$ cat src/rtl/engine_power_ctrl_if.sv
// Engine power controller signal bundle.
// Every signal is a plain level; there is no valid/ready pairing. The master
// side (button/drive layer) drives the requests and the activity flag; the
// slave side (the controller) returns registered power, state and hold progress.
interface engine_power_ctrl_if #(
  parameter int CNT_W = 16
);
  logic             power_on;
  logic             power_off;
  logic             manual_power;
  logic             activity;
  logic             next_power;
  logic [1:0]       state;
  logic [CNT_W-1:0] hold_ms;

  modport master (
    output power_on, power_off, manual_power, activity,
    input  next_power, state, hold_ms
  );

  modport slave (
    input  power_on, power_off, manual_power, activity,
    output next_power, state, hold_ms
  );
endinterface

$ cat src/rtl/engine_power_ctrl.sv
// Engine power controller: qualifies a held power_on over ON_HOLD_MS ms ticks,
// latches engine power, drops it on power_off or on the manual_power rule, and
// parks in LOCK until power_on is released so a held button cannot re-arm.
// Optional macro AUTO_OFF_EN adds an idle timeout while powered (activity clears it).
// State encoding: 00 OFF, 01 ARM, 10 ON, 11 LOCK; state is exported as a debug/status output.
module engine_power_ctrl #(
  parameter int TICK_DIV        = 50000,
  parameter int ON_HOLD_MS      = 1000,
  parameter int IDLE_TIMEOUT_MS = 10000,
  parameter int CNT_W           = 16
) (
  input  logic                clk,
  input  logic                rst,
  engine_power_ctrl_if.slave  bus
);

  localparam int PW = (TICK_DIV > 2) ? $clog2(TICK_DIV) : 1;

  typedef enum logic [1:0] {
    S_OFF  = 2'b00,
    S_ARM  = 2'b01,
    S_ON   = 2'b10,
    S_LOCK = 2'b11
  } state_t;

  state_t           state_q;
  logic             power_q;
  logic [CNT_W-1:0] hold_q;
  logic [PW-1:0]    presc_q;
  logic             tick;

`ifdef AUTO_OFF_EN
  logic [CNT_W-1:0] idle_q;
`else
  // Activity and the idle timeout only matter when auto power-off is built in.
  localparam int unused_idle_timeout = IDLE_TIMEOUT_MS;
  logic unused_activity;
  assign unused_activity = bus.activity;
`endif

  // One-cycle ms tick on the last prescaler count.
  assign tick = (presc_q == PW'(TICK_DIV - 1));

  // Power state machine with registered power, hold progress and prescaler.
  always_ff @(posedge clk or negedge rst) begin
    if (!rst) begin
      state_q <= S_OFF;
      power_q <= 1'b0;
      hold_q  <= '0;
      presc_q <= '0;
`ifdef AUTO_OFF_EN
      idle_q  <= '0;
`endif
    end else begin
      case (state_q)
        S_OFF: begin
          // power_off wins over a simultaneous power_on.
          if (bus.power_on && !bus.power_off) begin
            state_q <= S_ARM;
            hold_q  <= '0;
            presc_q <= '0;
          end
        end
        S_ARM: begin
          if (bus.power_off || !bus.power_on) begin
            state_q <= S_OFF;
            hold_q  <= '0;
            presc_q <= '0;
          end else if (tick) begin
            presc_q <= '0;
            // The tick that would make hold reach ON_HOLD_MS powers up instead,
            // so hold_ms never reaches the limit and never overflows.
            if (hold_q == CNT_W'(ON_HOLD_MS - 1)) begin
              state_q <= S_ON;
              power_q <= 1'b1;
              hold_q  <= '0;
`ifdef AUTO_OFF_EN
              idle_q  <= '0;
`endif
            end else begin
              hold_q <= hold_q + 1'b1;
            end
          end else begin
            presc_q <= presc_q + 1'b1;
          end
        end
        S_ON: begin
          if (bus.power_off || (!bus.manual_power && !bus.power_on)) begin
            state_q <= S_LOCK;
            power_q <= 1'b0;
            presc_q <= '0;
          end else begin
            presc_q <= tick ? '0 : presc_q + 1'b1;
`ifdef AUTO_OFF_EN
            if (bus.activity) begin
              idle_q <= '0;
            end else if (tick) begin
              if (idle_q == CNT_W'(IDLE_TIMEOUT_MS - 1)) begin
                state_q <= S_LOCK;
                power_q <= 1'b0;
                presc_q <= '0;
                idle_q  <= '0;
              end else begin
                idle_q <= idle_q + 1'b1;
              end
            end
`endif
          end
        end
        S_LOCK: begin
          // Only a released power_on lets the controller re-arm later.
          if (!bus.power_on) begin
            state_q <= S_OFF;
          end
        end
        default: begin
          state_q <= S_OFF;
          power_q <= 1'b0;
          hold_q  <= '0;
          presc_q <= '0;
        end
      endcase
    end
  end

  assign bus.next_power = power_q;
  assign bus.state      = state_q;
  assign bus.hold_ms    = hold_q;

endmodule

$ cat src/flat_wrapper.sv
// flat-port wrapper written by rule: the top's interface ports become plain ports
module engine_power_ctrl_flat 
#(
  parameter int TICK_DIV        = 50000,
  parameter int ON_HOLD_MS      = 1000,
  parameter int IDLE_TIMEOUT_MS = 10000,
  parameter int CNT_W           = 16
)
  (clk, rst, bus_power_on, bus_power_off, bus_manual_power, bus_activity, bus_next_power, bus_state, bus_hold_ms);
  engine_power_ctrl_if #(.CNT_W(CNT_W)) bus_i ();
  input  logic clk;
  input  logic rst;
  input wire logic [$bits(bus_i.power_on)-1:0] bus_power_on;
  input wire logic [$bits(bus_i.power_off)-1:0] bus_power_off;
  input wire logic [$bits(bus_i.manual_power)-1:0] bus_manual_power;
  input wire logic [$bits(bus_i.activity)-1:0] bus_activity;
  output wire logic [$bits(bus_i.next_power)-1:0] bus_next_power;
  output wire logic [$bits(bus_i.state)-1:0] bus_state;
  output wire logic [$bits(bus_i.hold_ms)-1:0] bus_hold_ms;
  assign bus_i.power_on = bus_power_on;
  assign bus_i.power_off = bus_power_off;
  assign bus_i.manual_power = bus_manual_power;
  assign bus_i.activity = bus_activity;
  assign bus_next_power = bus_i.next_power;
  assign bus_state = bus_i.state;
  assign bus_hold_ms = bus_i.hold_ms;
  engine_power_ctrl #(.TICK_DIV(TICK_DIV), .ON_HOLD_MS(ON_HOLD_MS), .IDLE_TIMEOUT_MS(IDLE_TIMEOUT_MS), .CNT_W(CNT_W)) u_core (.clk(clk), .rst(rst), .bus(bus_i));
endmodule
$ cat config.mk
export PLATFORM = sky130hd
export DESIGN_NAME = engine_power_ctrl_flat
export DESIGN_NICKNAME = d
export VERILOG_FILES = /design/src/rtl/engine_power_ctrl_if.sv /design/src/rtl/engine_power_ctrl.sv /design/src/flat_wrapper.sv
export SDC_FILE = /design/constraint.sdc
export NUM_CORES = 1
export LEC_CHECK = 0
export ABC_CLOCK_PERIOD_IN_PS = 3250
export CAP_MARGIN = 20
export CELL_PAD_IN_SITES_DETAIL_PLACEMENT = 0
export CELL_PAD_IN_SITES_GLOBAL_PLACEMENT = 1
export CORE_ASPECT_RATIO = 1.75
export CORE_UTILIZATION = 40
export DETAILED_ROUTE_END_ITERATION = 12
export PLACE_DENSITY = 0.79
export SLEW_MARGIN = 25
export SYNTH_ARGS = -nofsm -noshare
export SYNTH_HDL_FRONTEND = slang
export SYNTH_SLANG_ARGS = --single-unit
$ cat constraint.sdc
create_clock -name clk -period 3.25 [get_ports clk]
set_clock_uncertainty 0.15 [all_clocks]
set_input_delay 0.325 -clock clk [delete_from_list [all_inputs] [get_ports clk]]
set_output_delay 0.325 -clock clk [all_outputs]
set_load 0.01 [all_outputs]
# Yosys cells after proc, flatten, opt, wreduce, memory -nomap -nowiden
# Cells that the tools add are included.
# word_totals
output_inout_bits	19
word_cells	55
reg_bits	35
memories	0
ramBits	0
latchBits	0
rom_bits	0
# classes
div_mod_pow	0
n_reduce_logical	15
shift	0
bitwise	0
add_sub_neg	2
order_cmp	0
mul	0
eq_ne	13
mux	21
# op_table
cell	n
2-to-1 mux 16 bit	7
one-hot mux 16 bit (3 select lines)	1
adder 16 x 1 -> 16 bit, second input constant	2
one-hot mux 16 bit (2 select lines)	1
== test 16 x 10 -> 1 bit, second input constant	1
== test 16 bit, second input constant	1
2-to-1 mux 2 bit	6
AND reduction 5 bit	2
inequality test 2 x 1 -> 1 bit, second input constant	4
one-hot mux 2 bit (4 select lines)	1
inequality test 3 x 1 -> 1 bit, second input constant	2
== test 2 bit, second input constant	2
2-to-1 mux 1 bit	4
inequality test 2 bit, second input constant	2
nonzero test 2 bit	2
zero test 1 bit	3
AND reduction 3 bit	1
nonzero test 3 bit	1
== test 2 x 1 -> 1 bit, second input constant	1
logical AND 1 bit	2
zero test 2 bit	1
logical OR 1 bit	2
one-hot mux 1 bit (2 select lines)	1
AND reduction 2 bit	1

# Logic depth before layout (Yosys ltp)
# depth
ltp_word	5
mapped_depth	8

# Worst setup path before layout
# Ideal clock, no wire load.
# synth_path
kind	reg2reg
startpoint	register u_core.state_q[0], in the netlist u_core.bus.state[0]
endpoint	register u_core.hold_q[14], in the netlist u_core.bus.hold_ms[14]
path_stages_with_launch	8
arrival_time_ns	2.048
period_less_slack_ns	2.289
n_path_buf	0
slack_ns	0.961
required_time_ns	3.008
path_cell_list	dfrtp_1 inv_1 ha_1 and3b_1 or2_2 and2_4 or3_4 o31ai_2
# synth_between
elab_chain_len	3
elab_cells_between_ends	7
classes_between	3 x eq/ne; 1 x mux; 3 x reduce/logical
# synth_rtl
item	line_no	text
from (decl)	engine_power_ctrl.sv:26	state_t state_q;
from (signal assigned)	engine_power_ctrl.sv:47	state_q <= S_OFF;
from (signal assigned)	engine_power_ctrl.sv:59	state_q <= S_ARM;
from (signal assigned)	engine_power_ctrl.sv:66	state_q <= S_OFF;
== test 2 x 1 -> 1 bit or zero test 2 bit (tied branches)	engine_power_ctrl.sv:55	case (state_q)
inequality test 3 x 1 -> 1 bit (no line), or another cell as far along	n/a	
AND reduction 3 bit (no line)	n/a	
to (signal assigned)	engine_power_ctrl.sv:81	hold_q <= hold_q + 1'b1;
to (decl)	engine_power_ctrl.sv:28	logic [CNT_W-1:0] hold_q;
# Several ways; a longest one is shown, not always the timed one.
# A chain may end at the register's enable or synchronous reset.

# Final worst setup path
# Same ends and word-level chain as after synthesis.

==> flow_metrics.py <==
metrics = {
    "hold_path": {
        "min_from": "u_core.bus.hold_ms[9]$_DFFE_PN0P_",
        "hold_path_depth": 1,
        "whs_endpoint": "u_core.bus.hold_ms[9]$_DFFE_PN0P_",
        "min_path_type": "register to register",
    },
    "worst_setup_path": {
        "reg2reg_to": "u_core.bus.hold_ms[14]$_DFFE_PN0P_",
        "r2r_start": "u_core.bus.state[0]$_DFFE_PN0P_",
        "crit_path_top_delay_cell": "dfrtp_1",
        "rrSetupSlack_ns": 0.83,
        "rr_worst_depth": 7,
        "crit_family": "simple AND/OR/NAND/NOR gates",
        "max_stage_delay_ns": 0.48,
        "worst-setup-path-type": "register to register",
        "path_max_fanout": 8,
        "critPathBufInv": 1,
        "path_cells": "inv_1, ha_1, and3b_1, or2_2, and2_4, or3_4, o31ai_2",
        "critPathLaunchType": "register",
        "cp-end-kind": "register",
        "critPathArrivalTime_ns": 2.48,
        "cp_data_required_time_ns": 3.31,
    },
    "pwr": {
        "ir_drop_uv": 197.2,
        "pwr_density_cell_mw_per_mm2": 480.8,
        "p_leak_uw": 0.001007,
    },
    "layout": {
        "layout-drive-gt1-share_pct": 8.494,
        "diodes": 0,
        "fill_cells": 512,
        "fin_nets": 271,
        "area.growth.synth_to_final_pct": 16.46,
        "instances_no_fill": 314,
    },
    "logic_synthesis": {
        "ys_seq_area_share_pct": 40.28,
        "syn_nets": 249,
        "yosysWarnings": 0,
        "synth_common_cells": "dfrtp_1, o21ai_0, nand2_1",
        "synth_edf_count": 0,
        "synth_cell_types": 53,
        "syn_area_per_cell_um2": 9.214,
        "synth_top_area_share_pct": 40.28,
        "ys_ff_latch": 35,
        "synthTopCellsByArea": "dfrtp_1, o21ai_0, o31ai_1",
        "yosysMostFrequentCell": "dfrtp_1",
        "synth_ff_type": "dfrtp_1",
        "async_flop_share_pct": 100.0,
        "syn_inst": 236,
        "synth.cell_area_mm2": 0.002175,
        "synth_area_leader_cell": "dfrtp_1",
    },
    "cts": {
        "holdBufCountCts": 1,
        "cts_buffer_depth": 2,
        "cts_tree": "done",
        "h-tree-depth": 2,
        "clk-insertion-delay-late_ns": 0.30,
        "cts-root-buf": "clkbuf_8",
        "postCtsResizedCells": 0,
        "cts_made_buffers": 5,
        "cts.sinks": 35,
        "post-cts-setup-buffers": 0,
        "clk_pin_slew_worst_paths_ns": 0.08,
    },
    "sta": {
        "final-hold-violation-count": 0,
        "fin_crit_ns": 2.417,
        "fin_setup_tns_ns": 0,
        "relSlewSlack_pct": 44.97,
        "fin_crit_sh_pct": 74.36,
        "worstMarginPinSlew_ns": 0.8255,
        "maxSlewViolCount": 0,
        "rsz0062_at_grt": "false",
        "setup_viol": 0,
        "fmax_ghz": 0.4138,
    },
    "job": {
        "cap_violations": 0,
    },
    "routing": {
        "finalWirelength_um": 5170,
        "drt_iter0_markers": 89,
        "firstDrtPassIters": 10,
        "drc_errors": 1,
        "drtAntennaViolNets": 0,
        "viasPerCell": 6.080,
        "vias": 1909,
        "post_drt_wl_per_cell_um": 16.46,
    },
    "global_route": {
        "grtUsageTotal_pct": 19.46,
        "grt_pass1_wl_um": 8714,
        "grt_max_degree": 36,
        "grt_overflow_total": 0,
        "grt_antenna_before_repair": 0,
        "grt_pass1_vias": 1829,
    },
    "floorplanning": {
        "chipWidth_um": 57.74,
        "fp.dieH_um": 99.54,
        "core_mm2": 0.005255,
        "die-area_mm2": 0.005747,
        "num_rows": 35,
        "ios": 25,
        "start_util_pct": 41.38,
    },
    "status": {
        "status": "complete, but fails checks",
        "violations": "design-rule violations",
    },
    "placement": {
        "port_buffers": 23,
        "placed_cells": 305,
        "hpwl_um": 3651,
        "gp_congestion": 0.8238,
    },
}
-- metal layers --
metal	share of wire [%]	track usage, %	wire length, um
met1	41	22.16	2097
met2	54	34.62	2799
met3	2.5	2.731	128
met4	2.8	9.707	144
met5	0	0	0
-- placed cells by master (no fill, tap or decap), drive strengths merged, types with 3 or more instances in the layout --
cell type      instances
nor3                   4
nor2                  19
clkdlybuf4s50         22
nand2                 20
dfrtp                 35
nand3                 13
o31ai                 16
a41oi                  3
o21ai                 27
a21oi                  4
and3                   4
a31oi                  3
xnor2                  7
inv                    9
and4                   6
nor3b                  3
clkbuf                 5
ha                     7
nor4                   5
nand4                  8
-- layout make-up --
type | count | area [um^2] | share of cell area [%]
Multi-Input combinational cell | 183 | 1206 | 47.63
Clock buffer | 5 | 68.82 | 2.717
Sequential cell | 35 | 875.8 | 34.58
Timing Repair Buffer | 24 | 235.2 | 9.289
Tap cell | 55 | 68.82 | 2.717
Clock inverter | 3 | 43.79 | 1.729
Inverter | 9 | 33.78 | 1.334
-- through the flow --
stage	total power [uW]	hold slack (ns)	setup WS [ns]	instance area, um^2	util [%]
detailed placement	826.0	0.3234	0.6624	2410	45.86
global route	1296	0.3916	0.6487	2532	48.19
floorplan	722.4	-0.1206	0.9606	2175	-
CTS	1231	0.3687	0.8208	2532	48.19
finish	1218	0.3639	0.8332	2532	48.19
global placement	828.1	0.3190	0.6746	2410	45.86
-- where the power goes --
part | internal (uW) | switching (uW) | total [uW]
Clock | 229 | 175 | 404
Sequential | 456 | 35.6 | 492
Combinational | 123 | 199 | 322
-- flip-flops by register name (all words and copies together) (netlist names), named ones only --
name and flops:
u_core.bus.hold_ms 16, u_core.bus.next_power 1, u_core.bus.state 1, u_core.presc_q 16
-- worst register-to-register path, cell delays in order (launching register included) --
cell and delay, ns:
dfrtp_1 0.48, inv_1 0.10, ha_1 0.30, and3b_1 0.21
or2_2 0.35, and2_4 0.16, or3_4 0.37, o31ai_2 0.21
-- worst max-delay path by stage --
stage	startpoint	slack (ns)	end	depth (start not counted)
floorplan	u_core.bus.state[0]$_DFFE_PN0P_	0.96	u_core.bus.hold_ms[14]$_DFFE_PN0P_	7
global route	u_core.bus.state[0]$_DFFE_PN0P_	0.65	u_core.presc_q[14]$_DFFE_PN0P_	7
global placement	bus_power_off	0.67	u_core.bus.hold_ms[14]$_DFFE_PN0P_	6
detailed placement	bus_power_off	0.66	u_core.bus.hold_ms[14]$_DFFE_PN0P_	6
finish	u_core.bus.state[0]$_DFFE_PN0P_	0.83	u_core.bus.hold_ms[14]$_DFFE_PN0P_	7
CTS	register	0.82	u_core.bus.hold_ms[14]$_DFFE_PN0P_	7
-- kinds of logic after synthesis --
group / synth area share [%]
and+or+nand+nor: 26.18
xor gates and xnor gates: 3.222
adders and majority gates: 4.027
buffers and inverters: 4.257
DFF: 40.28
muxes: 0.4603
AOI/OAI and AO/OA: 21.58
No activity file was read; power rests on OpenSTA's default activity.
